## config.mk

```make
export PLATFORM = sky130hd
export DESIGN_NAME = lsu_mem_stage_flat
export DESIGN_NICKNAME = d
export VERILOG_FILES = /design/src/rtl/lsu_pkg.sv /design/src/rtl/lsu_mem_stage_if.sv /design/src/rtl/lsu_align.sv /design/src/rtl/lsu_mem_stage.sv /design/src/flat_wrapper.sv
export SDC_FILE = /design/constraint.sdc
export NUM_CORES = 1
export LEC_CHECK = 0
export ABC_AREA = 1
export BUFFER_PORTS_ARGS = -buffer_cell sky130_fd_sc_hd__buf_4
export CAP_MARGIN = 30
export CORE_MARGIN = 2
export CORE_UTILIZATION = 52
export CTS_BUF_LIST = sky130_fd_sc_hd__clkbuf_4
export DETAILED_ROUTE_END_ITERATION = 10
export PLACE_DENSITY = 0.83
export SLEW_MARGIN = 10
export SYNTH_ARGS = -nofsm -noshare
export SYNTH_HDL_FRONTEND = slang
export SYNTH_HIERARCHICAL = 1
export SYNTH_SLANG_ARGS = --single-unit
```

## constraint.sdc

```tcl
create_clock -name clk -period 6.82 [get_ports clk]
set_clock_uncertainty 0.05 [all_clocks]
set_input_delay 1.364 -clock clk [delete_from_list [all_inputs] [get_ports clk]]
set_output_delay 1.364 -clock clk [all_outputs]
set_load 0.005 [all_outputs]
```

## src/rtl/lsu_pkg.sv

```systemverilog
// lsu_pkg: shared types and constants for the LSU memory stage.
//   - state_t       : stage FSM states (IDLE / MEM / OUT)
//   - WIDTH         : data/address width (only 32 is supported)
//   - F3_*          : funct3 encodings for loads and stores
//   - is_misaligned : natural-alignment test used when LSU_MISALIGN_CHECK_EN is defined
package lsu_pkg;

    localparam int WIDTH = 32;

    typedef enum logic [1:0] {
        IDLE = 2'd0,
        MEM  = 2'd1,
        OUT  = 2'd2
    } state_t;

    localparam logic [2:0] F3_LB  = 3'b000;
    localparam logic [2:0] F3_LH  = 3'b001;
    localparam logic [2:0] F3_LW  = 3'b010;
    localparam logic [2:0] F3_LBU = 3'b100;
    localparam logic [2:0] F3_LHU = 3'b101;
    localparam logic [2:0] F3_SB  = 3'b000;
    localparam logic [2:0] F3_SH  = 3'b001;
    localparam logic [2:0] F3_SW  = 3'b010;

    // Stores share the load encodings for H and W, so one table covers both.
    function automatic logic is_misaligned(input logic [2:0] funct3, input logic [1:0] addr_lo);
        case (funct3)
            F3_LH, F3_LHU: return addr_lo[0];
            F3_LW:         return addr_lo != 2'b00;
            default:       return 1'b0;
        endcase
    endfunction

endpackage

```

## src/rtl/lsu_mem_stage_if.sv

```systemverilog
// lsu_mem_stage_if: single-outstanding request/response data bus.
//   master (LSU)   : drives mem_req, mem_wen, mem_addr, mem_wdata, mem_wmask
//   slave (memory) : drives mem_rvalid (read data valid / write ack), mem_rdata
interface lsu_mem_stage_if;
    import lsu_pkg::*;

    logic             mem_req;
    logic             mem_wen;
    logic [WIDTH-1:0] mem_addr;
    logic [WIDTH-1:0] mem_wdata;
    logic [3:0]       mem_wmask;
    logic             mem_rvalid;
    logic [WIDTH-1:0] mem_rdata;

    modport master (
        output mem_req, mem_wen, mem_addr, mem_wdata, mem_wmask,
        input  mem_rvalid, mem_rdata
    );

    modport slave (
        input  mem_req, mem_wen, mem_addr, mem_wdata, mem_wmask,
        output mem_rvalid, mem_rdata
    );

endinterface

```

## src/rtl/lsu_align.sv

```systemverilog
// lsu_align: combinational store shaping and load extraction.
//   funct3, addr_lo  : access size/sign and the low two address bits
//   store_data       : raw rs2 value -> wdata (lane-replicated), wmask
//   rdata            : raw bus word  -> load_data (shifted, sign/zero-extended)
module lsu_align
    import lsu_pkg::*;
(
    input  logic [2:0]       funct3,
    input  logic [1:0]       addr_lo,
    input  logic [WIDTH-1:0] store_data,
    input  logic [WIDTH-1:0] rdata,
    output logic [WIDTH-1:0] wdata,
    output logic [3:0]       wmask,
    output logic [WIDTH-1:0] load_data
);

    logic [WIDTH-1:0] shifted;

    // NOTE: every output of a combinational block gets a default first so no path leaves it unassigned (no latch).
    always_comb begin
        wdata = store_data;
        wmask = 4'b1111;
        case (funct3)
            F3_SB: begin
                wdata = {4{store_data[7:0]}};
                wmask = 4'b0001 << addr_lo;
            end
            F3_SH: begin
                wdata = {2{store_data[15:0]}};
                wmask = 4'b0011 << {addr_lo[1], 1'b0};
            end
            default: ;
        endcase
    end

    // Bring the addressed byte to lane 0; bytes past the word end are lost.
    assign shifted = rdata >> {addr_lo, 3'b000};

    always_comb begin
        load_data = shifted;
        case (funct3)
            F3_LB:   load_data = {{24{shifted[7]}}, shifted[7:0]};
            F3_LH:   load_data = {{16{shifted[15]}}, shifted[15:0]};
            F3_LBU:  load_data = {24'd0, shifted[7:0]};
            F3_LHU:  load_data = {16'd0, shifted[15:0]};
            default: ;
        endcase
    end

endmodule

```

## src/rtl/lsu_mem_stage.sv

```systemverilog
// lsu_mem_stage: memory-access stage between EXU and writeback.
//   clk, rst          : clock, asynchronous active-high reset
//   exu_*             : incoming bundle (valid/ready handshake with lsu_ready)
//   lsu_*             : outgoing writeback bundle (valid/ready with wbu_ready)
//   mem               : data bus master port (lsu_mem_stage_if.master)
// Build option: LSU_MISALIGN_CHECK_EN - misaligned H/W accesses skip the bus and
// retire with lsu_misalign=1 and rd_we=0; undefined ties lsu_misalign to 0.
module lsu_mem_stage
    import lsu_pkg::*;
(
    input  logic                  clk,
    input  logic                  rst,
    input  logic                  exu_valid,
    output logic                  lsu_ready,
    input  logic [WIDTH-1:0]      exu_pc,
    input  logic [WIDTH-1:0]      exu_result,
    input  logic [WIDTH-1:0]      exu_store_data,
    input  logic                  exu_mem_ren,
    input  logic                  exu_mem_wen,
    input  logic [2:0]            exu_funct3,
    input  logic [4:0]            exu_rd_addr,
    input  logic                  exu_rd_we,
    output logic                  lsu_valid,
    input  logic                  wbu_ready,
    output logic [WIDTH-1:0]      lsu_pc,
    output logic [4:0]            lsu_rd_addr,
    output logic                  lsu_rd_we,
    output logic [WIDTH-1:0]      lsu_rd_data,
    output logic                  lsu_misalign,
    lsu_mem_stage_if.master       mem
);

    state_t           state, state_next;
    logic [WIDTH-1:0] pc_q, rd_data_q, addr_q, sdata_q;
    logic [4:0]       rd_addr_q;
    logic [2:0]       funct3_q;
    logic             rd_we_q, store_q, misalign_q;
    logic             transfer, mem_op, acc_misalign, in_mem;
    logic [WIDTH-1:0] wdata, load_data;
    logic [3:0]       wmask;

    assign transfer = exu_valid && (state == IDLE);
    assign mem_op   = exu_mem_ren || exu_mem_wen;

`ifdef LSU_MISALIGN_CHECK_EN
    assign acc_misalign = mem_op && is_misaligned(exu_funct3, exu_result[1:0]);
`else
    assign acc_misalign = 1'b0;
`endif

    // NOTE: sequential state uses non-blocking assignments so every register samples pre-edge values.
    always_ff @(posedge clk or posedge rst) begin
        if (rst) state <= IDLE;
        else     state <= state_next;
    end

    always_comb begin
        state_next = state;
        case (state)
            IDLE:    if (transfer) state_next = (mem_op && !acc_misalign) ? MEM : OUT;
            MEM:     if (mem.mem_rvalid) state_next = OUT;
            OUT:     if (wbu_ready) state_next = IDLE;
            default: state_next = IDLE;
        endcase
    end

    always_ff @(posedge clk or posedge rst) begin
        if (rst) begin
            pc_q       <= '0;
            rd_addr_q  <= '0;
            rd_we_q    <= 1'b0;
            rd_data_q  <= '0;
            addr_q     <= '0;
            sdata_q    <= '0;
            funct3_q   <= '0;
            store_q    <= 1'b0;
            misalign_q <= 1'b0;
        end else if (transfer) begin
            pc_q       <= exu_pc;
            rd_addr_q  <= exu_rd_addr;
            addr_q     <= exu_result;
            sdata_q    <= exu_store_data;
            funct3_q   <= exu_funct3;
            store_q    <= exu_mem_wen;
            misalign_q <= acc_misalign;
            rd_we_q    <= exu_rd_we && !acc_misalign;
            rd_data_q  <= mem_op ? '0 : exu_result;
        end else if (state == MEM && mem.mem_rvalid) begin
            // A store retires with no register write.
            rd_data_q <= store_q ? '0 : load_data;
            if (store_q) rd_we_q <= 1'b0;
        end
    end

    lsu_align u_align (
        .funct3     (funct3_q),
        .addr_lo    (addr_q[1:0]),
        .store_data (sdata_q),
        .rdata      (mem.mem_rdata),
        .wdata      (wdata),
        .wmask      (wmask),
        .load_data  (load_data)
    );

    // Bus outputs are qualified by MEM so they read 0 whenever no request is pending.
    assign in_mem        = (state == MEM);
    assign mem.mem_req   = in_mem;
    assign mem.mem_wen   = in_mem && store_q;
    assign mem.mem_addr  = in_mem ? {addr_q[WIDTH-1:2], 2'b00} : '0;
    assign mem.mem_wdata = (in_mem && store_q) ? wdata : '0;
    assign mem.mem_wmask = (in_mem && store_q) ? wmask : 4'b0000;

    assign lsu_ready    = (state == IDLE);
    assign lsu_valid    = (state == OUT);
    assign lsu_pc       = pc_q;
    assign lsu_rd_addr  = rd_addr_q;
    assign lsu_rd_we    = rd_we_q;
    assign lsu_rd_data  = rd_data_q;
    assign lsu_misalign = misalign_q && (state == OUT);

endmodule

```

## src/flat_wrapper.sv

```systemverilog
// flat-port wrapper written by rule: the top's interface ports become plain ports
module lsu_mem_stage_flat import lsu_pkg::*;
  (clk, rst, exu_valid, lsu_ready, exu_pc, exu_result, exu_store_data, exu_mem_ren, exu_mem_wen, exu_funct3, exu_rd_addr, exu_rd_we, lsu_valid, wbu_ready, lsu_pc, lsu_rd_addr, lsu_rd_we, lsu_rd_data, lsu_misalign, mem_mem_req, mem_mem_wen, mem_mem_addr, mem_mem_wdata, mem_mem_wmask, mem_mem_rvalid, mem_mem_rdata);
  lsu_mem_stage_if mem_i ();
  input  logic clk;
  input  logic rst;
  input  logic exu_valid;
  output logic lsu_ready;
  input  logic [WIDTH-1:0] exu_pc;
  input  logic [WIDTH-1:0] exu_result;
  input  logic [WIDTH-1:0] exu_store_data;
  input  logic exu_mem_ren;
  input  logic exu_mem_wen;
  input  logic [2:0] exu_funct3;
  input  logic [4:0] exu_rd_addr;
  input  logic exu_rd_we;
  output logic lsu_valid;
  input  logic wbu_ready;
  output logic [WIDTH-1:0] lsu_pc;
  output logic [4:0] lsu_rd_addr;
  output logic lsu_rd_we;
  output logic [WIDTH-1:0] lsu_rd_data;
  output logic lsu_misalign;
  output wire logic [$bits(mem_i.mem_req)-1:0] mem_mem_req;
  output wire logic [$bits(mem_i.mem_wen)-1:0] mem_mem_wen;
  output wire logic [$bits(mem_i.mem_addr)-1:0] mem_mem_addr;
  output wire logic [$bits(mem_i.mem_wdata)-1:0] mem_mem_wdata;
  output wire logic [$bits(mem_i.mem_wmask)-1:0] mem_mem_wmask;
  input wire logic [$bits(mem_i.mem_rvalid)-1:0] mem_mem_rvalid;
  input wire logic [$bits(mem_i.mem_rdata)-1:0] mem_mem_rdata;
  assign mem_mem_req = mem_i.mem_req;
  assign mem_mem_wen = mem_i.mem_wen;
  assign mem_mem_addr = mem_i.mem_addr;
  assign mem_mem_wdata = mem_i.mem_wdata;
  assign mem_mem_wmask = mem_i.mem_wmask;
  assign mem_i.mem_rvalid = mem_mem_rvalid;
  assign mem_i.mem_rdata = mem_mem_rdata;
  lsu_mem_stage u_core (.clk(clk), .rst(rst), .exu_valid(exu_valid), .lsu_ready(lsu_ready), .exu_pc(exu_pc), .exu_result(exu_result), .exu_store_data(exu_store_data), .exu_mem_ren(exu_mem_ren), .exu_mem_wen(exu_mem_wen), .exu_funct3(exu_funct3), .exu_rd_addr(exu_rd_addr), .exu_rd_we(exu_rd_we), .lsu_valid(lsu_valid), .wbu_ready(wbu_ready), .lsu_pc(lsu_pc), .lsu_rd_addr(lsu_rd_addr), .lsu_rd_we(lsu_rd_we), .lsu_rd_data(lsu_rd_data), .lsu_misalign(lsu_misalign), .mem(mem_i));
endmodule
```

==> results by group, run 1 <==
Die
  – DIE HEIGHT: 128 um
  – Die Footprint: between 0.015 and 0.02 mm2
  – Die W: ~130 um
  – Rows: 45
  – Core ar.: 0.0151 mm2
  – I/O Pins: 287
  – Starting Density: a little over half

Clock tree
  – TritonCTS Buffers: 17
  – CTS max path bufs: 2
  – Clock transition at the registers of the reported paths: between 0.1 and 0.15 ns
  – CTS tree: done
  – Root buffer cell: clkbuf_4
  – CTS resizes: 0
  – Clk_lat worst skew: 0.55 ns
  – H-Tree Depth: 4
  – Hold-fix buffers, CTS: 0
  – Setup Fix Bufs, Post-CTS: 0
  – CTS sink cnt: 140

Logic synthesis
  – Synth Area in XOR/XNOR: 0%
  – Gate Count Post-Synth: about 1200
  – Syn_area_per_cell: between 6 and 7 um2
  – Top post-synthesis cells by area: dfrtp_1 44%, nand2_1 26%, inv_1 7.5%
  – Yosys Warn Count: 6
  – Seq cells post-synth: 140
  – Area share of the largest cell type after synthesis: 43.8%
  – Compound-Gate Fraction of Synth Area: 5.07%
  – Seq/Total Area, Yosys: a little over two fifths
  – Simple-Gate Fraction of Synth Area: between 30% and 40%
  – Netlist cell types: 25
  – Multiplexer share of the synthesized area: 0%
  – Synth Area in Adders: 0%
  – Cell taking the most area after synthesis: dfrtp_1
  – Most common cell in the synthesized netlist: nand2_1
  – Netlist Area Pre-Place: 0.00799 mm2
  – FFs w/ async S/R, synth: 100%
  – Primary FF master, synth: dfrtp_1
  – Largest family of logic cells by synthesized area: simple AND/OR/NAND/NOR gates
  – Synth top cells by count: 556 x nand2_1, 159 x inv_1, 140 x dfrtp_1
  – Post-synth EDFFs: 0

Placement
  – Port bufs: 283
  – Hpwl dp: 16.7 mm
  – Placed Cells: 1607
  – Gpl congestion: 0.909

Detailed routing
  – DRC violations left: 0
  – Post-route ant nets: 0
  – Avg WL per Cell: approximately 14 um
  – DR pass1 iterations: 7
  – Detailed-route via count: 8118
  – Initial DRC count: 542
  – Routed wire length: 23.0 mm
  – Vias per inst: 4.94

Setup path
  – Crit-path max cell delay: 0.69 ns
  – Worst-case reg-to-reg path depth: 8
  – Worst r2r src: u_core/state[1]
  – Crit-path cells: nor2_2 -> inv_1 -> nand3_1 -> inv_1 -> nor2_1 -> buf_4
  – Crit path capture type: output pin
  – Crit-path slowest cell: dfrtp_1
  – Worst R2R End: u_core/lsu_rd_data[0]
  – Worst Path Max Fanout: 23
  – Critical path launch point type: flip-flop
  – Req. time, crit path: 5.41 ns
  – Worst R2R Setup Slack: slightly above 4 ns
  – Crit Path Class: flip-flop to output pin
  – Arrival @ worst endpoint: 2.54 ns
  – Most Frequent Cell on Critical Path: inv_1

Hold path
  – HP Class: flip-flop to flip-flop
  – Hold endpoint: u_core/lsu_rd_we
  – Hold Path Depth: 2
  – Worst hold start: u_core/lsu_rd_we

Cells and area
  – Fraction of layout cells with a size suffix above 1: 23.8%
  – Synthesis-to-finish area growth: 28.9%
  – Register area: 0.00350 mm2
  – Multi-input logic area: 0.00341 mm2
  – Fin cells: 1642
  – Final nets: about 1600
  – Fillers: about 1400

GRT
  – Total track usage: 28.3%
  – First-pass GRT wire length: between 30 and 40 mm
  – Antenna violations before repair: 1
  – GR Overflow Total: 0
  – Largest net degree at the start of global routing: 94
  – Vias in the first global route: roughly 7600

Timing
  – Fin Hold WS: 0.441 ns
  – Final setup vio count: 0
  – Final min period: 3.95 ns
  – Max Fclk: 253 MHz
  – Actual slew at the worst max-slew pin: a little under 0.9 ns
  – Final hold vios: 0
  – RSZ-0062 raised after global routing: false
  – Slew HR: 41.5%
  – Slew Limit Fails: 0
  – Crit share post-route: between 50% and 60%
  – Setup_tns: 0 ns

Power and ir drop
  – Power Dens Cells: between 400 and 500 mW/mm2
  – Peak VDD IR: 207 uV
  – Power consumption: 0.00427 W
  – Leak: 6.19 nW

Run status
  – Status: complete, no violations

Job
  – Max_cap viols: 0
-- layer usage --
metal	part of all wire (%)	track usage, %
met1	41	35.6
met2	47	45.6
met3	8.6	7.10
met4	3.7	14.1
met5	0	0
-- kinds of logic (layout without fill, tap and decap cells) --
kind of cell,after synthesis,after routing
flops,140,140
simple gates,749,749
other cells,1,4
compound gates,73,73
buf+inv,241,488
-- cells in the final DEF, fill, tap and decap left out, types with 3 or more instances in the layout --
master,count
nand2_1,556
buf_4,286
inv_1,158
dfrtp_1,140
nor2_1,132
o21ai_0,50
nand3_1,43
clkbuf_4,17
o211ai_1,14
inv_2,7
clkinv_2,4
clkinvlp_4,4
nor2_4,4
o21ai_1,4
nand2_2,4
bufinv_16,3
clkinv_4,3
conb_1,3
nand3_2,3
a21oi_1,3
-- power by group --
group	total [W]	switching [W]	internal (W)
Clock	0.000571	0.000319	0.000253
Sequential	0.00153	0.000315	0.00121
Combinational	0.00217	0.00127	0.000908
-- how the worst max path moves through the flow --
stage / from / end / slack, ns / cells past startpoint
CTS: u_core/store_q / mem_mem_wdata[31] / 2.80 / 3
global placement: exu_valid / u_core/lsu_rd_data[1] / 3.31 / 8
floorplan: rst / u_core/addr_q[0] / 1.65 / 1
finish: u_core/addr_q[0] / mem_mem_wmask[0] / 2.87 / 6
detailed placement: exu_valid / u_core/lsu_rd_data[0] / 3.27 / 8
global route: u_core/funct3_q[2] / mem_mem_wdata[24] / 2.64 / 7
-- flip-flops by register name, summed over array words and instances (netlist names) --
name,count
u_core/sdata_q,32
u_core/lsu_rd_data,32
u_core/state,2
u_core/lsu_rd_we,1
u_core/funct3_q,3
u_core/lsu_rd_addr,5
u_core/store_q,1
u_core/lsu_pc,32
u_core/addr_q,32
-- through the flow --
stage	util, %	instance area, um2	worst slack (ns)
2_1_floorplan	-	8000	1.65
3_3_place_gp	65.8	9930	3.31
3_5_place_dp	65.9	9940	3.27
4_1_cts	67.9	10200	2.80
5_1_grt	68.3	10300	2.64
6_report	68.3	10300	2.87
-- worst max-delay path: cells and delay by family (launching register included) --
kind          cells  cell delay [ns]
flops             1             0.69
buf+inv           3             0.49
simple gates      3             0.81
-- cell type report --
cell class / instances / area share (%)
repair buffers: 289 / 21.5
inverters: 167 / 6.15
flip-flops and latches: 140 / 34.0
clock inverters: 15 / 1.69
clock buffers: 17 / 1.24
well taps: 188 / 2.28
diodes: 1 / 0.0243
multi-input cells: 825 / 33.1
Power figures use the tool's default switching activity.
==> inputs of run 2 (changes only) <==
--- a/config.mk
+++ b/config.mk
@@ -9,10 +9,10 @@
 export BUFFER_PORTS_ARGS = -buffer_cell sky130_fd_sc_hd__buf_4
 export CAP_MARGIN = 30
 export CORE_MARGIN = 2
-export CORE_UTILIZATION = 52
+export CORE_UTILIZATION = 47
 export CTS_BUF_LIST = sky130_fd_sc_hd__clkbuf_4
 export DETAILED_ROUTE_END_ITERATION = 10
-export PLACE_DENSITY = 0.83
+export PLACE_DENSITY = 0.79
 export SLEW_MARGIN = 10
 export SYNTH_ARGS = -nofsm -noshare
 export SYNTH_HDL_FRONTEND = slang
==> constraint.sdc (replaced) <==
create_clock -name clk -period 3.6 [get_ports clk]
set_clock_uncertainty 0.05 [all_clocks]
set_input_delay 0.72 -clock clk [delete_from_list [all_inputs] [get_ports clk]]
set_output_delay 0.72 -clock clk [all_outputs]
set_load 0.005 [all_outputs]
==> run 2 against run 1 <==
Sequential power up 87%. Combinational power is 92% higher. Non-clock buffer count increased by 4. Global-route usage decreased by 1.9 points. Wire length is 3.2% higher. Count of clock-buffer cells in the layout increased by 1. Register-to-register slack lost 3.0 ns. Utilization decreased by 5.7 points. Largest cell class unchanged.
==> results by group, run 2 (synthesis results as in run 1) <==
Timing
  – RSZ-0062 raised after global routing: false
  – Crit share post-route: between 90% and 100%
  – Slew Limit Fails: 0 (unchanged)
  – Max Fclk: 305 MHz
  – Actual slew at the worst max-slew pin: 0.953 ns (+0.0757 ns)
  – Final hold vios: 0 (unchanged)
  – Slew HR: 36.5% (-5.0 points)
  – Final min period: 3.28 ns
  – Setup_tns: 0 ns (unchanged)
  – Final setup vio count: 0 (unchanged)

Die
  – Core ar.: 0.0166 mm2 (+9.9%)
  – Die Footprint: 0.0181 mm2 (+10%)
  – DIE HEIGHT: 134 um (+5.0%)
  – Starting Density: 48.2% (-4.8 points)
  – I/O Pins: 287 (unchanged)
  – Rows: 47 (+4.4%)
  – Die W: 134 um (+5.0%)

Detailed routing
  – Post-route ant nets: 0 (unchanged)
  – Detailed-route via count: 8066 (-0.64%)
  – Avg WL per Cell: 14.1 um (+0.96%)
  – Vias per inst: 4.81 (-2.8%)
  – Routed wire length: 23.7 mm (+3.2%)
  – DR pass1 iterations: 5 (-2)
  – DRC violations left: 0 (unchanged)
  – Initial DRC count: 520 (-4.1%)

Cells and area
  – Fillers: 1586 (+16%)
  – Post-Route Utilization: 62.6% (-5.7 points)
  – Most frequent cells in the layout: 556 x nand2_1, 289 x buf_4, 158 x inv_1
  – Synthesis-to-finish area growth: 29.9%
  – Commonest non-fill, non-tap cell in the layout: nand2_1
  – Fraction of layout cells with a size suffix above 1: 24.0% (+0.21 points)
  – Final nets: 1588 (+0.25%)

Job
  – Max_cap viols: 0 (unchanged)

Setup path
  – Crit path buf inv count: 3 (unchanged)
  – Crit path capture type: output pin
  – Worst R2R Setup Slack: 1.11 ns (-3.02 ns)
  – Req. time, crit path: 2.83 ns (-2.58 ns)
  – Crit-path cells: nor2_2 -> inv_1 -> nand3_1 -> inv_1 -> nor2_1 -> buf_4
  – Arrival @ worst endpoint: 2.51 ns (-0.03 ns)
  – Critical path launch point type: flip-flop
  – CP top delay family: simple AND/OR/NAND/NOR gates
  – Crit-path max cell delay: 0.68 ns (about the same)
  – Crit Path Class: flip-flop to output pin
  – Worst Path Max Fanout: 23 (unchanged)
  – Crit-path slowest cell: dfrtp_1
  – Most Frequent Cell on Critical Path: inv_1

GRT
  – Vias in the first global route: 7711 (+1.1%)
  – Largest net degree at the start of global routing: 103 (+9.6%)
  – GR Overflow Total: 0 (unchanged)
  – Total track usage: 26.3% (-1.9 points)
  – First-pass GRT wire length: 37.8 mm (+2.7%)
  – Antenna violations before repair: 1 (unchanged)

Clock tree
  – Setup Fix Bufs, Post-CTS: 0 (unchanged)
  – Clk_lat worst skew: 0.56 ns (about the same)
  – CTS resizes: 0 (unchanged)
  – H-Tree Depth: 4 (unchanged)
  – Clock transition at the registers of the reported paths: 0.13 ns (about the same)
  – CTS sink cnt: 140 (unchanged)
  – CTS tree: done
  – TritonCTS Buffers: 17 (unchanged)
  – Hold-fix buffers, CTS: 0 (unchanged)
  – Root buffer cell: clkbuf_4
  – CTS max path bufs: 2 (unchanged)

Power and ir drop
  – Peak VDD IR: 390 uV (+89%)
  – Leak: 6.21 nW (+0.37%)
  – Power consumption: 0.00813 W (+90%)
  – Power Dens Cells: 783 mW/mm2 (+89%)

Placement
  – Hpwl dp: 17.4 mm (+3.7%)
  – Port bufs: 283 (unchanged)
  – Gpl congestion: 0.864 (-5.0%)

Hold path
  – HP Class: input port to async pin

Run status
  – Status: complete, no violations
## run 2: worst paths after layout
check	startpoint	end	depth (start not counted)
setup reg to reg	u_core/addr_q[0]	u_core/lsu_rd_data[15]	12
max in group asynchronous	rst	u_core/lsu_pc[26]	3
hold reg to reg	u_core/lsu_pc[18]	u_core/lsu_pc[18]	2
setup / recovery	u_core/addr_q[0]	mem_mem_wmask[0]	6
hold / removal	rst	u_core/sdata_q[30]	2
min in group clk	exu_pc[7]	u_core/lsu_pc[7]	3
## run 2: report_power, final
| part | switching, W | internal (W) | leakage, nW | total, W |
|---|---|---|---|---|
| clock network | 0.000619 | 0.000489 | 0.157 | 0.00111 |
| registers | 0.000570 | 0.00229 | 1.77 | 0.00286 |
| logic | 0.00241 | 0.00175 | 4.28 | 0.00416 |
## run 2: metal layers
metal	up-vias	GRT usage (%)	part of all wire, %
met3	32	8.77	9.0
met4	0	7.72	1.9
met1	3689	32.7	40
li1	4021	-	-
met2	324	43.9	49
met5	-	0	0
## run 2: per-stage QoR
stage,instance area [um2],hold WS [ns],cells,setup slack (ns)
final,10400,0.199,1678,0.324
after global routing,10400,0.205,1678,0.0528
after CTS,10300,0.174,1676,0.311
after detailed placement,10000,0.415,1644,0.959
after global placement,10000,0.414,1644,0.952
after floorplan,8000,0.399,1206,1.08
## run 2: area by class of cell
cell class	instances	area, um2	share of cell area (%)
diodes	1	2.50	0.0241
clock buffers	18	135	1.30
clock inverters	14	166	1.60
inverters	167	632	6.09
multi-input cells	825	3410	32.8
flip-flops and latches	140	3500	33.8
well taps	220	275	2.65
repair buffers	293	2260	21.7
==> inputs of run 3 (changes only) <==
--- a/config.mk
+++ b/config.mk
@@ -8,6 +8,7 @@
 export ABC_AREA = 1
 export BUFFER_PORTS_ARGS = -buffer_cell sky130_fd_sc_hd__buf_4
 export CAP_MARGIN = 30
+export CORE_ASPECT_RATIO = 1.2
 export CORE_MARGIN = 2
 export CORE_UTILIZATION = 47
 export CTS_BUF_LIST = sky130_fd_sc_hd__clkbuf_4
==> run 3 against run 2 <==
Utilization is 0.97 points lower. Total power is 1.3% lower. Register-to-register slack better by 0.03 ns. Clock power is 7% lower. Wire length is 3.0% lower. Hold slack worse by 0.11 ns. Critical path type unchanged.
==> results by group, run 3 (synthesis results as in run 1) <==
Run status
  – Status: complete, no violations

Setup path
  – Worst-case reg-to-reg path depth: 12 (unchanged)
  – Worst Setup SP: u_core/addr_q[0]
  – Arrival @ worst endpoint: 2.47 ns (-0.04 ns)
  – Worst r2r src: u_core/addr_q[0]
  – Crit path buf inv count: 3 (unchanged)
  – Crit path capture type: output pin
  – Worst Path Max Fanout: 23 (unchanged)
  – Req. time, crit path: 2.83 ns (about the same)
  – Crit Path Class: flip-flop to output pin
  – Worst R2R Setup Slack: 1.14 ns (+0.03 ns)
  – Crit-path slowest cell: dfrtp_1
  – Crit-path max cell delay: 0.66 ns (-0.02 ns)
  – Worst R2R End: u_core/lsu_rd_data[25]
  – Critical path launch point type: flip-flop
  – Crit-path cells: nor2_2 -> inv_1 -> nand3_1 -> inv_1 -> nor2_1 -> buf_4
  – Most Frequent Cell on Critical Path: inv_1
  – CP top delay family: simple AND/OR/NAND/NOR gates

Power and ir drop
  – Peak VDD IR: 376 uV (-3.8%)
  – Seq pwr share: 35.4% (+0.2 points)
  – Clk pwr share: 12.9% (-0.7 points)
  – Sw power: 0.00358 W (-0.41%)
  – Power Dens Cells: 775 mW/mm2 (-0.97%)
  – P_int: 0.00444 W (-2.0%)
  – Sw Ratio: 44.7% (+0.41 points)
  – Proportion of power drawn by combinational gates: 51.7% (+0.6 points)
  – Leak: 6.19 nW (-0.34%)

Cells and area
  – Multi-input logic area: 0.00341 mm2 (unchanged)
  – Final nets: 1588 (unchanged)
  – Post-Route Utilization: 61.6% (-0.97 points)
  – Synthesis-to-finish area growth: 29.4%
  – Commonest non-fill, non-tap cell in the layout: nand2_1
  – Fillers: 1626 (+2.5%)
  – Most frequent cells in the layout: 556 x nand2_1, 289 x buf_4, 158 x inv_1
  – Fraction of layout cells with a size suffix above 1: 24.0% (-0.069 points)
  – Register area: 0.00350 mm2 (unchanged)

Placement
  – Gpl congestion: 0.898 (+3.9%)
  – Hpwl dp: 16.9 mm (-2.8%)
  – Dpl ws: 0.999 ns (+0.0400 ns)
  – Port bufs: 283 (unchanged)

Timing
  – RSZ-0062 raised after global routing: false
  – Final setup vio count: 0 (unchanged)
  – Slew HR: 37.8% (+1.3 points)
  – Fin Hold WS: 0.0878 ns (-0.112 ns)
  – Max Fclk: 309 MHz (+1.1%)
  – Final min period: 3.24 ns (-0.0352 ns)
  – Slack of the critical path: 0.360 ns (+0.0352 ns)
  – Final hold vios: 0 (unchanged)
  – Actual slew at the worst max-slew pin: 0.931 ns (-0.0215 ns)
  – Setup_tns: 0 ns (unchanged)
  – Slew Limit Fails: 0 (unchanged)
  – Crit share post-route: 90.0% (-0.98 points)

GRT
  – Antenna violations before repair: 1 (unchanged)
  – Grt met1 use: 31.2% (-1.5 points)
  – First-pass GRT wire length: 36.6 mm (-3.0%)
  – GR Overflow Total: 0 (unchanged)
  – Grt peak-use layer: met2
  – Met2 global-route usage: 43.2% (-0.70 points)
  – GRT met3 Usage: 6.64% (-2.1 points)
  – Largest net degree at the start of global routing: 100 (-2.9%)
  – Total track usage: 25.7% (-0.63 points)
  – Vias in the first global route: 7615 (-1.2%)

Clock tree
  – Setup Fix Bufs, Post-CTS: 0 (unchanged)
  – CTS sink cnt: 140 (unchanged)
  – CTS resizes: 0 (unchanged)
  – Hold-fix buffers, CTS: 0 (unchanged)
  – Clk_lat worst skew: 0.55 ns (about the same)
  – Clock transition at the registers of the reported paths: 0.13 ns (about the same)
  – Root buffer cell: clkbuf_4
  – CTS tree: done
  – TritonCTS Buffers: 17 (unchanged)
  – H-Tree Depth: 4 (unchanged)
  – CTS max path bufs: 2 (unchanged)

Job
  – Max_cap viols: 0 (unchanged)

Detailed routing
  – Avg WL per Cell: 13.7 um (-2.7%)
  – Vias per inst: 4.76 (-0.97%)
  – Detailed-route via count: 7969 (-1.2%)
  – Initial DRC count: 350 (-33%)
  – DRC violations left: 0 (unchanged)
  – DR pass1 iterations: 5 (unchanged)
  – Post-route ant nets: 0 (unchanged)
  – Routed wire length: 23.0 mm (-3.0%)

Die
  – Rows: 52 (+11%)
  – I/O Pins: 287 (unchanged)
  – Starting Density: 47.6% (-0.58 points)
  – Die Footprint: 0.0181 mm2 (about the same)
  – DIE HEIGHT: 147 um (+9.3%)
  – Core ar.: 0.0168 mm2 (+1.2%)
  – Die W: 123 um (-8.5%)

Hold path
  – HP Class: input port to async pin
run 3: cell types whose count changed in the layout (fill, tap and decap cells not counted):
cell / delta
buf_12: +1
bufinv_16: -1
clkinvlp_4: +1
clkinv_1: +1
buf_16: -1
clkinv_2: -1
run 3: routing by layer:
metal	routed length (um)	part of all wire (%)
met5	0	0
met4	722	3.1
met3	1640	7.1
met2	11400	50
met1	9230	40
run 3: how the worst max path moves through the flow:
stage                            end  slack [ns]  cells after the start
detailed placement  mem_mem_wmask[0]         1.0                      6
global route        mem_mem_wmask[0]        0.12                      6
CTS                 mem_mem_wmask[0]        0.35                      6
finish              mem_mem_wmask[0]        0.36                      6
global placement    mem_mem_wmask[0]        1.06                      6
floorplan           u_core/addr_q[0]        1.08                      1
run 3: metrics by stage:
step	cell area (um2)	power, W	cells
floorplan	8000	0.00554	1206
global placement	10000	0.00691	1640
detailed placement	10100	0.00702	1641
CTS	10300	0.00807	1673
global route	10300	0.00877	1674
finish	10300	0.00802	1674
run 3: final cells by class:
cell class | instances | area share, %
well taps | 216 | 2.61
inverters | 167 | 6.11
diodes | 1 | 0.0242
repair buffers | 293 | 21.7
flip-flops and latches | 140 | 33.9
clock inverters | 14 | 1.38
multi-input cells | 825 | 33.0
clock buffers | 18 | 1.31
run 3: power by group through the flow:
stage / Combinational (W) / Sequential (W) / Clock, W
after global routing: 0.00469 / 0.00294 / 0.00114
after detailed placement: 0.00416 / 0.00287 / 0
final: 0.00415 / 0.00284 / 0.00103
after CTS: 0.00417 / 0.00284 / 0.00107
after global placement: 0.00406 / 0.00285 / 0
after floorplan: 0.00281 / 0.00273 / 0
